**config.mk**
```make
export PLATFORM = sky130hd
export DESIGN_NAME = pipe_hazard_ctrl
export DESIGN_NICKNAME = d
export VERILOG_FILES = /design/src/rtl/pipe_ctrl_pkg.sv /design/src/rtl/pipe_hazard_detect.sv /design/src/rtl/pipe_hazard_ctrl.sv
export SDC_FILE = /design/constraint.sdc
export NUM_CORES = 1
export LEC_CHECK = 0
export ABC_AREA = 1
export BUFFER_PORTS_ARGS = -buffer_cell sky130_fd_sc_hd__clkbuf_2
export CAP_MARGIN = 0
export CORE_MARGIN = 10
export CORE_UTILIZATION = 34
export DETAILED_ROUTE_END_ITERATION = 16
export PLACE_DENSITY = 0.77
export SYNTH_ARGS = -nofsm -noshare
export SYNTH_HDL_FRONTEND = slang
export SYNTH_SLANG_ARGS = --single-unit
```
**constraint.sdc**
```tcl
create_clock -name clock -period 1 [get_ports clock]
set_input_delay 0.1 -clock clock [delete_from_list [all_inputs] [get_ports clock]]
set_output_delay 0.1 -clock clock [all_outputs]
set_load 0.1 [all_outputs]
```
**src/rtl/pipe_ctrl_pkg.sv**
```systemverilog
// Shared constants for the pipeline hazard controller:
// FSM state encoding, PC source codes, XZR index and watchdog limit.
package pipe_ctrl_pkg;

    localparam logic [1:0] ST_RUN     = 2'd0;
    localparam logic [1:0] ST_MEMWAIT = 2'd1;
    localparam logic [1:0] ST_ERROR   = 2'd2;

    localparam logic [1:0] PC_SEQ = 2'b00;
    localparam logic [1:0] PC_REL = 2'b01;
    localparam logic [1:0] PC_REG = 2'b10;

    localparam logic [4:0] XZR_IDX    = 5'd31;
    localparam logic [3:0] WDOG_LIMIT = 4'd15;

endpackage

```
**src/rtl/pipe_hazard_detect.sv**
```systemverilog
// Load-use hazard compare between ID/EX destination and IF/ID sources.
// XZR is never a real producer, so it never raises a hazard.
module pipe_hazard_detect (
    input  logic [4:0] id_rn,
    input  logic [4:0] id_rm,
    input  logic       id_uses_rm,
    input  logic       idex_memread,
    input  logic [4:0] idex_rd,
    output logic       load_use
);
    import pipe_ctrl_pkg::*;

    logic rn_hit;
    logic rm_hit;

    assign rn_hit = (idex_rd == id_rn);
    assign rm_hit = id_uses_rm & (idex_rd == id_rm);

    assign load_use = idex_memread
                    & (idex_rd != XZR_IDX)
                    & (rn_hit | rm_hit);

endmodule

```
**src/rtl/pipe_hazard_ctrl.sv**
```systemverilog
// Pipeline hazard/stall/flush controller with data-memory watchdog.
// Define PIPE_PERF_CNT_EN to build the stall/flush performance counters.
module pipe_hazard_ctrl (
    input  logic        clock,
    input  logic        reset,
    input  logic [4:0]  id_rn,
    input  logic [4:0]  id_rm,
    input  logic        id_uses_rm,
    input  logic        idex_memread,
    input  logic [4:0]  idex_rd,
    input  logic        exmem_branch,
    input  logic        exmem_uncondbranch,
    input  logic        exmem_branchreg,
    input  logic        exmem_zero,
    input  logic        exmem_not_zero,
    input  logic        exmem_memread,
    input  logic        exmem_memwrite,
    output logic        dmem_req,
    input  logic        dmem_ready,
    output logic        pc_write,
    output logic        ifid_write,
    output logic        ifid_flush,
    output logic        idex_hold,
    output logic        idex_bubble,
    output logic        exmem_hold,
    output logic        exmem_flush,
    output logic        memwb_bubble,
    output logic        wdog_err,
    output logic [1:0]  pc_src,
    output logic [1:0]  state,
    output logic [31:0] stall_cycles,
    output logic [31:0] flush_count
);
    import pipe_ctrl_pkg::*;

    logic [1:0] state_q, state_nxt;
    logic [3:0] wdog_q, wdog_nxt;
    logic       load_use, taken, mem_req;
    logic       err_c, stall_c, redir_c, lu_c;

    pipe_hazard_detect u_detect (
        .id_rn        (id_rn),
        .id_rm        (id_rm),
        .id_uses_rm   (id_uses_rm),
        .idex_memread (idex_memread),
        .idex_rd      (idex_rd),
        .load_use     (load_use)
    );

    assign taken = exmem_uncondbranch
                 | exmem_branchreg
                 | (exmem_branch & ~exmem_not_zero & exmem_zero)
                 | (exmem_branch & exmem_not_zero & ~exmem_zero);

    assign mem_req = exmem_memread | exmem_memwrite;

    // Mutually exclusive priority terms: ERROR > mem stall > taken > load-use
    assign err_c   = (state_q == ST_ERROR);
    assign stall_c = ~err_c & mem_req & ~dmem_ready;
    assign redir_c = ~err_c & ~stall_c & taken;
    assign lu_c    = ~err_c & ~stall_c & ~taken & load_use;

    always_comb begin
        pc_write     = 1'b1;
        ifid_write   = 1'b1;
        ifid_flush   = 1'b0;
        idex_hold    = 1'b0;
        idex_bubble  = 1'b0;
        exmem_hold   = 1'b0;
        exmem_flush  = 1'b0;
        memwb_bubble = 1'b0;
        wdog_err     = 1'b0;
        pc_src       = PC_SEQ;
        dmem_req     = mem_req;
        state_nxt    = ST_RUN;
        wdog_nxt     = 4'd0;
        unique case (1'b1)
            err_c: begin
                pc_write     = 1'b0;
                ifid_write   = 1'b0;
                idex_hold    = 1'b1;
                exmem_hold   = 1'b1;
                memwb_bubble = 1'b1;
                wdog_err     = 1'b1;
                dmem_req     = 1'b0;
                state_nxt    = ST_ERROR;
                wdog_nxt     = wdog_q;
            end
            stall_c: begin
                pc_write     = 1'b0;
                ifid_write   = 1'b0;
                idex_hold    = 1'b1;
                exmem_hold   = 1'b1;
                memwb_bubble = 1'b1;
                state_nxt    = ST_MEMWAIT;
                if (state_q == ST_MEMWAIT) begin
                    wdog_nxt = wdog_q + 4'd1;
                    if (wdog_nxt == WDOG_LIMIT)
                        state_nxt = ST_ERROR;
                end
            end
            redir_c: begin
                pc_src      = exmem_branchreg ? PC_REG : PC_REL;
                ifid_flush  = 1'b1;
                idex_bubble = 1'b1;
                exmem_flush = 1'b1;
            end
            lu_c: begin
                pc_write    = 1'b0;
                ifid_write  = 1'b0;
                idex_bubble = 1'b1;
            end
            default: ;
        endcase
    end

    always_ff @(posedge clock) begin
        if (reset) begin
            state_q <= ST_RUN;
            wdog_q  <= 4'd0;
        end else begin
            state_q <= state_nxt;
            wdog_q  <= wdog_nxt;
        end
    end

    assign state = state_q;

`ifdef PIPE_PERF_CNT_EN
    logic [31:0] stall_q, flush_q;

    always_ff @(posedge clock) begin
        if (reset) begin
            stall_q <= 32'd0;
            flush_q <= 32'd0;
        end else begin
            if (!pc_write)
                stall_q <= stall_q + 32'd1;
            if (ifid_flush)
                flush_q <= flush_q + 32'd1;
        end
    end

    assign stall_cycles = stall_q;
    assign flush_count  = flush_q;
`else
    assign stall_cycles = 32'd0;
    assign flush_count  = 32'd0;
`endif

endmodule
```
Yosys cells after proc, flatten, opt, wreduce, memory -nomap -nowiden
Index checks and enable logic that the tools add are counted.
{"block": "word_totals", "wordCells": 49, "in_bits": 27, "reg_bits": 6, "out_inout_bits": 78}
{"block": "classes", "n_mux": 13, "n_reduce_logical": 3, "bitwise_logic": 24, "add_sub_neg": 1, "eq_ne": 6}
{"operator": "bitwise AND 1 bit", "count": 13}
{"operator": "== test 5 bit", "count": 2}
{"operator": "2-to-1 mux 2 bit", "count": 4}
{"operator": "case mux 4 bit (2 select lines)", "count": 1}
{"operator": "2-to-1 mux 1 bit", "count": 6}
{"operator": "NOT 1 bit", "count": 6}
{"operator": "!= test 5 bit (second input constant)", "count": 1}
{"operator": "OR 1 bit", "count": 5}
{"operator": "adder 4 x 1 -> 4 bit (second input constant)", "count": 1}
{"operator": "== test 4 bit (second input constant)", "count": 1}
{"operator": "2-to-1 mux 4 bit", "count": 1}
{"operator": "case mux 2 bit (2 select lines)", "count": 1}
{"operator": "OR reduction 2 bit", "count": 2}
{"operator": "OR reduction 3 bit", "count": 1}
{"operator": "== test 2 x 1 -> 1 bit (second input constant)", "count": 1}
{"operator": "== test 2 bit (second input constant)", "count": 1}

Logic depth before layout (Yosys ltp)
Gate-level depths: netlist (run 1).
{"block": "depth", "word_depth": 10, "mapped_depth": 8, "depth_no_buf": 8}

Modules after synthesis
A second synthesis (run 1) with hierarchy kept.
{"block": "unflattened", "cells_unflattened": 192, "area_unflattened_um2": 1161.1}
{"mod": "pipe_hazard_ctrl", "n_inst": 1, "area_each_um2": 952.2, "seq_area_each_um2": 120.1, "cells_each": 141}
{"mod": "pipe_hazard_detect", "n_inst": 1, "area_each_um2": 209.0, "seq_area_each_um2": 0.0, "cells_each": 51}

Worst setup path before layout (run 1)
Ideal clock, no wire load.
{"block": "synth_timing", "kind": "register to output", "startpoint": "register state_q[0], in the netlist state[0]", "endpoint": "output pc_write", "path_stages_with_launch": 6, "arrival_ps": 3933, "required_ps": 900, "slack_ps": -3033, "n_path_buf": 1, "cell_sequence": "dfxtp_1 nor2_4 a21oi_4 inv_2 a21oi_1 buf_4"}
{"block": "synth_between", "elab_chain_len": 10}
{"element": "start: declaration", "line_no": "pipe_hazard_ctrl.sv:36", "source": "logic [1:0] state_q, state_nxt;"}
{"element": "start signal: assignment", "line_no": "pipe_hazard_ctrl.sv:122", "source": "state_q <= state_nxt;"}
{"element": "== test 2 bit *", "line_no": "pipe_hazard_ctrl.sv:58", "source": "assign err_c = (state_q == ST_ERROR);"}
{"element": "NOT 1 bit (no line)"}
{"element": "bitwise AND 1 bit (2 in a row)", "line_no": "pipe_hazard_ctrl.sv:59", "source": "assign stall_c = ~err_c & mem_req & ~dmem_ready;"}
{"element": "NOT 1 bit", "line_no": "pipe_hazard_ctrl.sv:61", "source": "assign lu_c = ~err_c & ~stall_c & ~taken & load_use;"}
{"element": "bitwise AND 1 bit (3 in a row)", "line_no": "pipe_hazard_ctrl.sv:61"}
{"element": "OR reduction 3 bit (no line) *"}
{"element": "2-to-1 mux 1 bit *"}
{"element": "end: declaration", "line_no": "pipe_hazard_ctrl.sv:20", "source": "output logic pc_write,"}
Mark *: on every way between the ends. The rest lies on a longest branch, timed or not.

Worst setup path in the final report (run 1)
{"block": "layout_timing", "startpoint": "register state_q[1], in the netlist state[1]", "endpoint": "output idex_bubble"}
{"block": "layout_between", "elab_chain_len": 10, "elab_cells_between_ends": 11, "cone_classes": "1 x eq/ne; 1 x mux; 8 x bitwise; 1 x reduce/logical"}
{"element": "== test 2 bit *", "line_no": "pipe_hazard_ctrl.sv:58"}
{"element": "NOT 1 bit (no line) *"}
{"element": "bitwise AND 1 bit (2 in a row)", "line_no": "pipe_hazard_ctrl.sv:59"}
{"element": "NOT 1 bit", "line_no": "pipe_hazard_ctrl.sv:60, pipe_hazard_ctrl.sv:61"}
{"element": "bitwise AND 1 bit *", "line_no": "pipe_hazard_ctrl.sv:60, pipe_hazard_ctrl.sv:61"}
{"element": "bitwise AND 1 bit (2 in a row)", "line_no": "pipe_hazard_ctrl.sv:61"}
{"element": "OR reduction 2 bit (no line) *"}
{"element": "2-to-1 mux 1 bit *", "line_no": "pipe_hazard_ctrl.sv:77", "source": "unique case (1'b1)"}
{"element": "end: declaration", "line_no": "pipe_hazard_ctrl.sv:24", "source": "output logic idex_bubble,"}
Marked as above.

==> results of run 1 <==
Yosys cell counts, drive strengths merged:
cell / count / area, um^2
conb: 1 / 3.75
a21oi: 6 / 41.3
inv: 28 / 105
dfxtp: 6 / 120
nand2: 43 / 171
ha: 2 / 25.0
o21a: 1 / 7.51
nand3: 7 / 40.0
xnor2: 2 / 25.0
nand4: 1 / 6.26
o211ai: 1 / 7.51
nor2: 17 / 73.8
buf: 68 / 510
o21ai: 2 / 13.8
critical path: stages, from the launching register on:
cell and delay, ns:
dfxtp_4 0.34, inv_4 0.06, nor2_4 0.04, a21oi_4 0.18, nand2_1 0.08, nor2_1 0.08
nand2_1 0.07, nand2_2 0.08, buf_12 0.17
layout by cell type (no fill, tap or decap), types with 4 or more instances in the layout:
| cell | instances |
|---|---|
| buf_12 | 14 |
| nand3_1 | 4 |
| clkbuf_2 | 26 |
| buf_4 | 10 |
| inv_1 | 23 |
| buf_6 | 6 |
| nand2_1 | 37 |
| conb_1 | 64 |
| nor2_1 | 12 |
worst paths after layout:
kind | from | endpoint | cells past startpoint
min | reset | wdog_q[3]$_SDFFE_PP0P_ | 2
min reg2reg | wdog_q[3]$_SDFFE_PP0P_ | wdog_q[3]$_SDFFE_PP0P_ | 2
max reg2reg | state[1]$_SDFF_PP0_ | wdog_q[2]$_SDFFE_PP0P_ | 10
max | state[1]$_SDFF_PP0_ | idex_bubble | 8
metrics by stage:
stage | utilization (%) | total power (W) | cell area [um^2] | hold slack, ns
floorplan | - | 0.00190 | 1450 | 0.162
global placement | 44.6 | 0.00193 | 1480 | 0.335
detailed placement | 44.6 | 0.00194 | 1480 | 0.347
CTS | 47.3 | 0.00221 | 1570 | 0.0802
global route | 48.9 | 0.00230 | 1620 | 0.0962
finish | 48.9 | 0.00221 | 1620 | 0.0954
timing repair:
| item | 4_1_cts | 5_1_grt |
|---|---|---|
| setup endpoints to repair | 19 | 20 |
| buffers inserted | 3 | 3 |
| gates resized for setup | 14 | 14 |
| gates cloned | 0 | 0 |
| pin swaps | 4 | 7 |
final cells by class:
class                           instances  area [um^2]
Tap cell                               46         57.6
Multi-Input combinational cell        146          734
Clock buffer                            4         26.3
Timing Repair Buffer                   56          553
Inverter                               28          116
Fill cell                             337         1690
Sequential cell                         6          133
flip-flops by register name, indices dropped and copies added, names as in the netlist:
signal	cells
wdog_q	4
state	2
per-layer routing:
layer	GRT usage, %	part of all wire (%)	up-vias
li1	-	-	529
met1	8.98	38	453
met2	17.0	53	55
met3	3.53	9.1	0
met4	2.15	0	0
met5	0	0	-
where the power goes:
| part | switching, W | internal, W |
|---|---|---|
| registers | 0.00000475 | 0.000239 |
| clock network | 0.0000921 | 0.000151 |
| logic | 0.00147 | 0.000249 |
| total | 0.00157 | 0.000639 |
cells by family (layout without fill, tap and decap cells):
| kind of cell | after synthesis | in the layout | synth area share (%) |
|---|---|---|---|
| flops | 6 | 6 | 10.4 |
| fa+ha+maj | 2 | 2 | 2.17 |
| simple gates | 68 | 68 | 25.3 |
| compound gates | 10 | 10 | 6.09 |
| xor+xnor | 2 | 2 | 2.17 |
| buf+inv | 96 | 88 | 53.5 |
| other cells | 1 | 64 | 0.326 |
==> run metrics, run 1 <==
status finished, violations left; failing checks negative setup slack; global-route wire length before repair 4770 um; Vert. Die Dim 78.2 um; antenna violations before repair 0; count of final setup violators 18; setup slack of the critical path after layout -0.443 ns; remaining antenna violation count after routing 0; mean post-synth cell area 6.22 um^2; data required time at the worst endpoint 0.90 ns; clock skew after layout 0.00300 ns; drt total wl roughly 3000 um; fraction of the cycle the final worst path needs 144%; Placed Instances 278; TritonCTS clock tree built; sum of negative setup slack -5.48 ns; Die X 78.2 um; post-DR vias/cell 3.63; Critical Path Source Type flip-flop; cell count after synthesis 185; detailed-route via count 1037; max_cap viols 0; floorplan row count 21; routed len/inst approximately 10 um; via count of the first global-routing pass 1093; Net count, final 270; critical path start-end classification flip-flop to output port; maximum clock rate 0.693 GHz; sequential cell area fraction in the yosys report 10.4%; layout cells sized above 1 about 38%; Yosys warning count 0; synth-to-layout area growth 40.8%; summed instance area of the synthesized netlist ~0.0012 mm^2; dpl hpwl 2710 um; Worst Setup Slack post-DPL -0.215 ns; count of unresolved DRC violations after routing 0; #FFs+latches synth 6; die area 0.00611 mm^2; RePlAce Congestion 0.822; Detailed Routing Iterations Pass 1 4; H-tree level count 1; number of buffers on the longest clock path 2; Clock Sinks 6; time the worst path needs with I/O delays and setup 1.44 ns; leftover overflow at the end of global routing 0; clock latency on the worst-skew pair around 0.24 ns; total of hold buffers inserted after clock tree synthesis 0; largest net degree at the start of global routing 6; total track usage approximately 9.0%; Final Non-Filler Cells 286; worst min path class primary input to flip-flop; Slew Viols, Final 0; starting utilization of the core area 34.8%; Leak a little over 0.9 nW; CP arrival 1.34 ns; kind of end point of the critical path output port; critical-path maximum fanout 3; Clock Root Buffer clkbuf_4; Fin. Hold Viols 0; count of boundary I/O pins approximately 110; unrepaired setup endpoints after global routing yes; flop2flop setup slack -0.21 ns; violation count after the first detailed-route iteration 18; Inserted Clock Buffers 3; Port Buffers 40; power density cells 1360 mW/mm^2; largest voltage drop on the vdd net 538 uV; Placeable Area 0.00331 mm^2; antenna diode count 0; unique cell type count in the Yosys netlist 23; clock-pin slew on the worst setup and hold paths about 0.05 ns
No activity file was read; power rests on OpenSTA's default activity.
==> run 2, diff against run 1 <==
--- a/config.mk
+++ b/config.mk
@@ -11,7 +11,10 @@
 export CORE_MARGIN = 10
 export CORE_UTILIZATION = 34
 export DETAILED_ROUTE_END_ITERATION = 16
+export MAX_ROUTING_LAYER = met4
 export PLACE_DENSITY = 0.77
+export SETUP_SLACK_MARGIN = 0.1
 export SYNTH_ARGS = -nofsm -noshare
 export SYNTH_HDL_FRONTEND = slang
 export SYNTH_SLANG_ARGS = --single-unit
+export TNS_END_PERCENT = 50
==> run metrics, run 2 (synthesis results as in run 1) <==
antenna diode count 0; total length of routed met3 wires 297 um; cell depth of the worst flop-to-flop path 9; layout cells sized above 1 35.4%; leading cell type in the layout, fill and taps excluded conb_1; Vert. Die Dim 78.2 um; critical path start-end classification flip-flop to output port; data required time at the worst endpoint about 0.90 ns; Clock Power Share 10.7%; number of flip-flops in the largest register 4; unrepaired setup endpoints after global routing yes; largest reg by FF count wdog_q; leftover overflow at the end of global routing 0; drt total wl roughly 3000 um; Hold Crit Depth 2; worst min path class primary input to flip-flop; total track usage 9.16%; count of final setup violators 18; status finished, violations left; detailed-routed wire length on met2 1480 um; max_cap viols 0; count of boundary I/O pins around 110; Placeable Area 0.00331 mm^2; critical-path maximum fanout 4; Detailed Routing Iterations Pass 1 2; violation count after the first detailed-route iteration 28; Inserted Clock Buffers 3; highest metal layer used by the detailed router met4; Fin. Hold Viols 0; area occupied by multi-input gates 698 um^2; clock skew after layout 0.00504 ns; Clock Root Buffer clkbuf_4; maximum clock rate 0.680 GHz; dpl hpwl 2730 um; time the worst path needs with I/O delays and setup about 1.5 ns; Net count, final 273; Switching Share 70.9%; Gate power share 78.2%; failing checks negative setup slack; die area 0.00611 mm^2; clock-pin slew on the worst setup and hold paths roughly 0.050 ns; Leak 0.944 nW; final-layout fill cell count 350; Port Buffers 40; synth-to-layout area growth 38.9%; RePlAce Congestion 0.796; Clock Sinks 6; cell type of the slowest stage on the worst timing path dfxtp_4; number of buffers on the longest clock path 2; setup slack of the critical path after layout -0.470 ns; hold slack 0.0927 ns; Die X 78.2 um; switching power total 0.00156 W; global-route wire length before repair 4680 um; Worst Setup Slack post-DPL -0.203 ns; Critical Path Source Type flip-flop; kind of end point of the critical path output port; fraction of power consumed by sequential logic between 10% and 20%; Slew Viols, Final 0; via count of the first global-routing pass ~1100; post-DR vias/cell 3.58; TritonCTS clock tree built; fraction of the cycle the final worst path needs 147%; largest voltage drop on the vdd net approximately 630 uV; CP arrival between 1 and 1.5 ns; routed len/inst 10.3 um; count of unresolved DRC violations after routing 0; antenna violations before repair 0; starting utilization of the core area 34.8%; detailed-route via count around 1000; sequential standard cell area 128 um^2; clock latency on the worst-skew pair 0.25 ns; CP Cell Sequence inv_4 > nor2_4 > a21oi_4 > buf_4 > nand2_4 > nor2_2 > buf_12; Routed met1 length 1160 um; Power Internal 0.000643 W; commonest cells after routing, fill and taps aside conb_1, nand2_1, clkbuf_2; H-tree level count 1; power density cells 1380 mW/mm^2; largest net degree at the start of global routing 6; remaining antenna violation count after routing 0; floorplan row count 21; maximum cell stage delay along the critical path 0.34 ns
[run 2: changes by cell type in the layout (fill, tap and decap cells not counted), moves of 2 or more]
cell and delta:
buf_6 -2, nand2_1 +2, dfxtp_1 +2, buf_4 +4
[run 2: worst paths after layout]
check / to / startpoint / slack [ns]
max: pc_src[0] / state[1]$_SDFF_PP0_ / -0.47
min: state[0]$_SDFF_PP0_ / reset / 0.09
max reg2reg: state[0]$_SDFF_PP0_ / state[1]$_SDFF_PP0_ / -0.18
min reg2reg: wdog_q[3]$_SDFFE_PP0P_ / wdog_q[3]$_SDFFE_PP0P_ / 0.50
[run 2: area by class of cell]
| type | instances | share of cell area, % |
|---|---|---|
| multi-input combinational | 146 | 43.7 |
| timing repair buffer | 59 | 36.0 |
| sequential | 6 | 7.98 |
| inverter | 28 | 7.12 |
| tap | 46 | 3.60 |
| clock buffer | 4 | 1.64 |
[run 2: what timing repair did]
item                                    CTS  global route
setup buffers                             4             3
gates resized for setup                   7             8
pin swaps                                 4             2
cloned                                    0             0
hold buffers                              0             0
endpoints found under the setup margin   20            20
[run 2: metal layers]
layer,GRT usage [%],vias up
met4,2.69,0
met5,-,-
li1,-,534
met1,8.97,435
met2,16.3,62
met3,3.76,4
[run 2: critical path, delay by kind of cell, from the launching register on]
family | cells | cell delay, ns
AND/OR/NAND/NOR | 3 | 0.23
buffers and inverters | 3 | 0.40
AO/OA/AOI/OAI | 1 | 0.15
flip-flops | 1 | 0.34
[run 2: power groups by stage]
| stage | combinational [W] | clock [W] | sequential [W] |
|---|---|---|---|
| finish | 0.00173 | 0.000236 | 0.000244 |
| CTS | 0.00171 | 0.000250 | 0.000244 |
| global placement | 0.00169 | 0 | 0.000248 |
| global route | 0.00178 | 0.000262 | 0.000244 |
| floorplan | 0.00163 | 0 | 0.000265 |
| detailed placement | 0.00170 | 0 | 0.000248 |
[run 2: per-stage QoR]
stage / total power (W) / instances / utilization, % / instance area [um^2] / setup TNS [ns]
after detailed placement: 0.00194 / 279 / 44.8 / 1480 / -1.79
after CTS: 0.00220 / 287 / 47.1 / 1560 / -5.46
after global placement: 0.00194 / 279 / 44.8 / 1480 / -1.48
after global routing: 0.00229 / 289 / 48.3 / 1600 / -7.11
after floorplan: 0.00190 / 248 / - / 1450 / -14.82
final: 0.00221 / 289 / 48.3 / 1600 / -5.66
==> run 3, diff against run 2 <==
--- a/config.mk
+++ b/config.mk
@@ -6,7 +6,7 @@
 export NUM_CORES = 1
 export LEC_CHECK = 0
 export ABC_AREA = 1
-export BUFFER_PORTS_ARGS = -buffer_cell sky130_fd_sc_hd__clkbuf_2
+export BUFFER_PORTS_ARGS = -buffer_cell sky130_fd_sc_hd__buf_2
 export CAP_MARGIN = 0
 export CORE_MARGIN = 10
 export CORE_UTILIZATION = 34
==> run metrics, run 3 (synthesis results as in run 1) <==
Final Instance Area around 0.0016 mm^2; max_cap viols 0; via count of the first global-routing pass 1097; Final Non-Filler Cells 290; RePlAce Congestion 0.779; most used routing layer in global routing met2; antenna diode count 0; kind of end point of the critical path output port; detailed-route via count about 1000; total track usage 9.33%; number of flip-flops in the largest register 4; count of unresolved DRC violations after routing 0; Die X 78.2 um; met3 GRT Util 3.87%; number of buffers on the longest clock path 2; beginning of the worst register-to-register path state[1]$_SDFF_PP0_; sequential standard cell area about 130 um^2; Critical Path Source Type flip-flop; fraction of the cycle the final worst path needs 146%; Port Buffers 40; met1 track demand over resource in global routing 8.12%; total of hold buffers inserted after clock tree synthesis 0; met2 Resource Use GR 17.1%; largest reg by FF count wdog_q; Placeable Area 0.00331 mm^2; failing checks negative setup slack; global-route wire length before repair 4600 um; starting utilization of the core area 34.8%; post-DR vias/cell roughly 3.6; count of boundary I/O pins 105; critical path start-end classification flip-flop to output port; synth-to-layout area growth 40.3%; data required time at the worst endpoint around 0.90 ns; antenna violations before repair 0; clock skew after layout 0.00482 ns; Slew Viols, Final 0; routed len/inst approximately 11 um; Vert. Die Dim 78.2 um; critical-path maximum fanout 3; unrepaired setup endpoints after global routing yes; Inserted Clock Buffers 3; Net count, final 274; remaining antenna violation count after routing 0; clock-pin slew on the worst setup and hold paths 0.05 ns; count of final setup violators 18; status finished, violations left; Clock Sinks 6; Worst Setup Slack post-DPL -0.209 ns; cell area after placement roughly 0.0015 mm^2; first element of the critical path state[1]$_SDFF_PP0_; time the worst path needs with I/O delays and setup 1.46 ns; dpl hpwl 2770 um; largest voltage drop on the vdd net 609 uV; H-tree level count 1; Hold Path Origin reset; drt total wl 3050 um; power density cells 1360 mW/mm^2; worst min path class primary input to flip-flop; Placed Instances 279; violation count after the first detailed-route iteration 15; setup slack of the critical path after layout -0.458 ns; final-layout fill cell count roughly 350; Leak 0.947 nW; clock latency on the worst-skew pair 0.24 ns; Final Total Pwr 0.00220 W; layout cells sized above 1 36.1%; Clock Root Buffer clkbuf_4; die area between 0.006 and 0.007 mm^2; largest net degree at the start of global routing 6; leading cell type in the layout, fill and taps excluded conb_1; Fin. Hold Viols 0; sum of negative setup slack -6.43 ns; commonest cells after routing, fill and taps aside conb_1, nand2_1, buf_2; maximum clock rate 0.686 GHz; floorplan row count 21; Detailed Routing Iterations Pass 1 4; leftover overflow at the end of global routing 0; CP arrival 1.36 ns; TritonCTS clock tree built; area occupied by multi-input gates 701 um^2
[run 3: path summary, 6_finish.rpt]
kind | to | slack (ns) | depth (start not counted)
min | wdog_q[3]$_SDFFE_PP0P_ | 0.09 | 2
max | idex_bubble | -0.46 | 8
max reg2reg | wdog_q[2]$_SDFFE_PP0P_ | -0.35 | 11
min reg2reg | wdog_q[3]$_SDFFE_PP0P_ | 0.50 | 2
[run 3: critical path: stages, from the launching register on]
cell and delay, ns:
dfxtp_4 0.34, inv_4 0.06, nor2_4 0.04, a21oi_4 0.19, nand2_1 0.08, nor2_1 0.09, nand2_1 0.06, nand2_2 0.08
buf_12 0.17
[run 3: where the power goes]
group	switching (W)	internal [W]	leakage, nW
combinational	0.00147	0.000249	0.882
sequential	0.00000401	0.000240	0.0501
clock	0.0000862	0.000151	0.0150
[run 3: through the flow]
step / util (%) / hold WS, ns
3_3_place_gp: 44.8 / 0.326
5_1_grt: 48.8 / 0.0887
4_1_cts: 47.1 / 0.0769
6_report: 48.8 / 0.0901
3_5_place_dp: 44.8 / 0.337
2_1_floorplan: - / 0.162
[run 3: timing repair]
item | CTS | global route
setup buffers | 3 | 4
setup endpoints to repair | 20 | 20
gates resized for setup | 10 | 7
pin swaps | 2 | 1
[run 3: layout make-up]
class	count	area share [%]
inverter	28	7.20
tap	46	3.56
multi-input combinational	146	43.4
sequential	6	7.90
clock buffer	4	1.63
timing repair buffer	60	36.3
[run 3: routing by layer]
layer	wire, um	share of wire [%]
met1	1150	38
met5	0	0
met2	1530	50
met4	51	1.7
met3	312	10
